### config.mk
export PLATFORM = sky130hd
export DESIGN_NAME = reg_dump_unit
export DESIGN_NICKNAME = d
export VERILOG_FILES = /design/src/rtl/reg_dump_unit.sv
export SDC_FILE = /design/constraint.sdc
export NUM_CORES = 1
export LEC_CHECK = 0
export CORE_AREA = 2 2 71 73
export DETAILED_ROUTE_END_ITERATION = 8
export DIE_AREA = 0 0 73 75
export GPL_TIMING_DRIVEN = 0
export PLACE_DENSITY = 0.77
export SLEW_MARGIN = 20
export SYNTH_ARGS = -nofsm -noshare
export SYNTH_HDL_FRONTEND = slang
export SYNTH_SLANG_ARGS = --single-unit
### constraint.sdc
create_clock -name clk -period 2.05 [get_ports clk]
set_input_delay 0.205 -clock clk [delete_from_list [all_inputs] [get_ports clk]]
set_output_delay 0.205 -clock clk [all_outputs]
set_load 0.005 [all_outputs]
### src/rtl/reg_dump_unit.sv
// rtl/reg_dump_unit.sv - halts the core and streams every RV32I register with its index
module reg_dump_unit #(
    parameter bit SKIP_X0 = 1'b0
) (
    input  logic        clk,
    input  logic        reset,
    input  logic        start,
    output logic        halt_req,
    input  logic        halt_ack,
    output logic [4:0]  rf_addr,
    input  logic [31:0] rf_data,
    output logic        out_valid,
    input  logic        out_ready,
    output logic [31:0] out_data,
    output logic [4:0]  out_index,
    output logic        out_last,
    output logic        busy,
    output logic        done
);

    typedef enum logic [2:0] {
        S_IDLE,
        S_HALT_WAIT,
        S_READ,
        S_SEND,
        S_DONE
    } state_e;

    localparam logic [4:0] FIRST_IDX = SKIP_X0 ? 5'd1 : 5'd0;
    localparam logic [4:0] LAST_IDX  = 5'd31;

    state_e      state_q,     state_d;
    logic [4:0]  idx_q,       idx_d;
    logic        out_valid_q, out_valid_d;
    logic [31:0] out_data_q,  out_data_d;
    logic [4:0]  out_index_q, out_index_d;
    logic        out_last_q,  out_last_d;

    always_ff @(posedge clk) begin
        if (reset) begin
            state_q     <= S_IDLE;
            idx_q       <= 5'd0;
            out_valid_q <= 1'b0;
            out_data_q  <= 32'd0;
            out_index_q <= 5'd0;
            out_last_q  <= 1'b0;
        end else begin
            state_q     <= state_d;
            idx_q       <= idx_d;
            out_valid_q <= out_valid_d;
            out_data_q  <= out_data_d;
            out_index_q <= out_index_d;
            out_last_q  <= out_last_d;
        end
    end

    always_comb begin
        state_d     = state_q;
        idx_d       = idx_q;
        out_valid_d = out_valid_q;
        out_data_d  = out_data_q;
        out_index_d = out_index_q;
        out_last_d  = out_last_q;

        unique case (state_q)
            S_IDLE: begin
                if (start) begin
                    idx_d   = FIRST_IDX;
                    state_d = S_HALT_WAIT;
                end
            end
            S_HALT_WAIT: begin
                if (halt_ack) begin
                    state_d = S_READ;
                end
            end
            S_READ: begin
                // rf_data is combinational from rf_addr, so it is only sampled here
                out_data_d  = rf_data;
                out_index_d = idx_q;
                out_last_d  = (idx_q == LAST_IDX);
                out_valid_d = 1'b1;
                state_d     = S_SEND;
            end
            S_SEND: begin
                if (out_valid_q && out_ready) begin
                    out_valid_d = 1'b0;
                    if (idx_q == LAST_IDX) begin
                        state_d = S_DONE;
                    end else begin
                        idx_d   = idx_q + 5'd1;
                        state_d = S_READ;
                    end
                end
            end
            S_DONE: begin
                state_d = S_IDLE;
            end
            default: begin
                state_d = S_IDLE;
            end
        endcase
    end

    assign halt_req  = (state_q == S_HALT_WAIT) || (state_q == S_READ) || (state_q == S_SEND);
    assign busy      = (state_q != S_IDLE);
    assign done      = (state_q == S_DONE);
    assign rf_addr   = (state_q == S_IDLE) ? 5'd0 : idx_q;
    assign out_valid = out_valid_q;
    assign out_data  = out_data_q;
    assign out_index = out_index_q;
    assign out_last  = out_last_q;

endmodule
Word-level counts from Yosys, hierarchy flattened. Cells that the tools add are included.

$add $sub $neg: 1. Eq/ne operators: 9. Muxes and demuxes: 12. Reduce and logical (&&, ||, !) cells: 10.

Operators by type and width (count): $mux W5 (4); $mux W3 (4); $pmux W3 S4 (1); $pmux W5 S2 (1); $ne A2 B2 Y1 const B (4); $eq A3 B2 Y1 const B (2); $add A5 B1 Y5 const B (1); $eq A5 B5 Y1 const B (1); $reduce_and A4 Y1 (1); $reduce_bool A2 Y1 (2); $eq A3 B1 Y1 const B (1); $eq A3 B3 Y1 const B (1); $logic_not A3 Y1 (1); $reduce_and A3 Y1 (1); $reduce_bool A3 Y1 (1); $logic_or A1 B1 Y1 (2); $pmux W1 S2 (1); $reduce_and A2 Y1 (1); $logic_and A1 B1 Y1 (1); $mux W1 (1).

Register bits after elaboration: 47. Output and inout bits: 47. Word-level logic and storage cells: 38.

Depth between registers and ports, before layout.
Depth in word-level cells: 4. Mapped depth: 6. Gate-level depth less buffers: 6.

Worst setup path after synthesis. OpenSTA, ideal clock, no wires.

Kind: reg2reg. Start point: register idx_q[0]. End point: register idx_q[3]. Data arrival time: 1.773 ns. Data required time: 1.976 ns. Slack: 0.203 ns. Stages on the path, launching flop included: 7. Path buffers: 0. Period minus slack after synthesis: 1.847 ns. Cell sequence: dfxtp_1 ha_1 and3_1 ha_1 nand3b_1 or4_1 a31oi_1.

Longest elaborated chain between the ends: 4.

RTL lines: start: declaration (line 33) `logic [4:0] idx_q, idx_d;`; start signal: assignment (line 49) `idx_q <= idx_d;`; $add A5 B1 Y5 (line 91) `idx_d = idx_q + 5'd1;`; $mux W5 (line 88) `if (idx_q == LAST_IDX) begin`; $mux W5 (line 86) `if (out_valid_q && out_ready) begin`; $pmux W5 S2 (line 65) `unique case (state_q)`.

Several ways; a longest one is shown, not always the timed one. The select of a mux whose other input is x is not followed. A chain may end at the register's enable or synchronous reset.

Final worst setup path. Same ends and word-level chain as after synthesis.

==> results_dict.tcl <==
set metrics [dict create \
    status "complete, no violations" \
    synth_top_area_cell "dfxtp_1" \
    cp.required_ns 2.28 \
    synthTopCellsByArea "dfxtp_1, nand2_1, a21oi_1" \
    p_per_area_nw_per_um2 613 \
    vias 1843 \
    worst_ep_arrival_time_ns 2.17 \
    holdPathEnd "out_valid" \
    r2r_start "idx_q[0]" \
    die_w_um 73 \
    p_total_mw 1.76 \
    root_buffer "clkbuf_8" \
    synth_seq_cells 47 \
    whs_path_depth 2 \
    drtAntennaViolNets 0 \
    cp_slowest_cell "or4_1" \
    portBuffers 82 \
    syn_area_um2 1880 \
    start_util 0.403 \
    io_pins 84 \
    drv_slew 0 \
    yosysSeqAreaShare 0.501 \
    drtIter0Drc 78 \
    fin_ws_ns 0.109 \
    grt-ovfl-total 0 \
    fin_cells 373 \
    slew_headroom 0.676 \
    period_share 0.947 \
    post_cts_hold_buffer_count 0 \
    fmax_ghz 0.515 \
    period_needed_ns 1.94 \
    hold_viol 0 \
    finalSetupViolations 0 \
    wl_per_cell_um 12.7 \
    max_cap_viol_count 0 \
    vias_per_cell 4.94 \
    fin_skew_ns 0.00478 \
    drive_gt1_frac 0.0752 \
    r2r_end "idx_q[3]" \
    rr_worst_depth 6 \
    placed_cell_area_um2 2770 \
    dieArea_um2 5480 \
    fill_cells 431 \
    r2r_slack_ns 0.11 \
    coreArea_um2 4660 \
    power_leakage_nw 1.01 \
    cts_tree "yes" \
    yosys-top-cells-count "nand2_1, dfxtp_1, a21oi_1" \
    worstMarginPinSlew_ns 0.486 \
    drt-total-wl_um 4740 \
    grt_max_degree 14 \
    vdd_drop_max_v 0.000401 \
    worstHoldStart "reset" \
    dr.pass1.iters 4 \
    path_cells "ha_1 -> and3_1 -> ha_2 -> nand3b_1 -> or4_1 -> a31oi_1" \
    yosys_warnings 0 \
    grt_pass1_wl_um 7300 \
    critPathCaptureType "flip-flop" \
    track_usage 0.172 \
    clock-sinks 47 \
    syn_to_final_growth_pct 52.6 \
    synth-edff-count 0 \
    hp-class "in2reg" \
    yosysMostFrequentCell "nand2_1" \
    cts.clk_slew.worst_paths_ns 0.08 \
    cp_max_fo 6 \
    fp-row-count 25 \
    synth_top_cell_area_share 0.501 \
    cp_num_cells 6 \
    synth_cells 228 \
    finalInstanceArea_um2 2870 \
    routabilityCongestion 0.832 \
    placedCellCount 364 \
    antenna_found_initial 0 \
    fin_nets 357 \
    antenna_cells 0 \
    cts_buffers 5 \
    critPathTopFamily "simple AND/OR/NAND/NOR gates" \
    syn_nets 267 \
    crit_buf_inv 0 \
    crit_path_max_incr_delay_ns 0.50 \
    dp_slack_ns 0.0518 \
    ys_types 29 \
    avgSynthCellArea_um2 8.24 \
    clk_path_buf_depth 2 \
    place_hpwl_um 3470 \
    worstSetupPathType "reg2reg" \
    synthArstFlopShare 0 \
    synth_ff_type "dfxtp_1" \
    h-tree-depth 2 \
    drc 0 \
    fp.dieH_um 75 \
    grt_pass1_vias 1640 \
    start_kind "flip-flop" \
    clk_latency_ns 0.29 \
]
report_power, final:
group	total, mW	internal, mW	switching, mW
combinational	0.267	0.155	0.111
sequential	0.959	0.942	0.0177
clock	0.531	0.240	0.291
total	1.76	1.34	0.420
through the flow:
stage	setup TNS [ns]	hold slack, ns	utilization
3_5_place_dp	0	0.445	0.594
2_1_floorplan	0	0.341	-
6_report	0	0.293	0.615
5_1_grt	-0.0293	0.313	0.615
3_3_place_gp	0	0.441	0.594
4_1_cts	0	0.290	0.612
placed cells by master, fill, tap and decap left out, types with 2 or more instances in the layout:
cell type	count
dfxtp_2	2
clkbuf_1	8
buf_2	5
and3b_1	4
o211ai_1	5
buf_6	3
a31oi_1	2
nor2b_1	7
nand2_1	76
nor3_1	2
buf_4	3
nand3_1	2
nor2_1	3
dfxtp_1	45
clkdlybuf4s50_1	82
a21oi_1	43
nand4_1	4
clkbuf_8	5
nand3b_1	2
routing by layer:
layer  up-vias  global-route usage  part of all wire
met3        10              0.0469             0.056
met4         0              0.0864             0.028
met1       825               0.208              0.43
li1        950                   -                 -
met2        58               0.280              0.49
met5         -                   0                 0
how the worst max path moves through the flow:
stage             start       end  slack [ns]
6_report       idx_q[0]  idx_q[3]        0.11
5_1_grt        idx_q[0]  idx_q[0]       -0.02
4_1_cts        idx_q[0]  idx_q[3]        0.03
3_5_place_dp   idx_q[0]  idx_q[3]        0.05
3_3_place_gp   idx_q[0]  idx_q[3]        0.03
2_1_floorplan  idx_q[0]  idx_q[3]        0.20
flip-flops by register name, summed over array words and instances, names as in the netlist:
register	flops
out_data	32
out_last	1
idx_q	5
out_valid	1
out_index	5
state_q	3
logic make-up (layout without fill, tap and decap cells):
group | count (synthesis) | after routing | synth area share
AND/OR/NAND/NOR | 111 | 111 | 0.287
buffers and inverters | 17 | 108 | 0.0533
flip-flops | 47 | 47 | 0.501
adder cells (fa/ha/maj) | 2 | 2 | 0.0133
AO/OA/AOI/OAI | 51 | 51 | 0.145
area by class of cell:
type | instances | area, µm² | share of cell area
clock buffers | 7 | 76.3 | 0.0266
repair buffers | 83 | 828 | 0.289
well taps | 54 | 67.6 | 0.0236
plain buffers | 16 | 96.3 | 0.0336
flip-flops and latches | 47 | 943 | 0.329
inverters | 1 | 3.75 | 0.00131
clock inverters | 1 | 5.00 | 0.00175
multi-input cells | 164 | 845 | 0.295
what timing repair did:
item / CTS / global route
endpoints found under the setup margin: 6 / 1
buffers inserted: 0 / 1
resized for setup: 1 / 3
(Power assumes the default switching activity.)
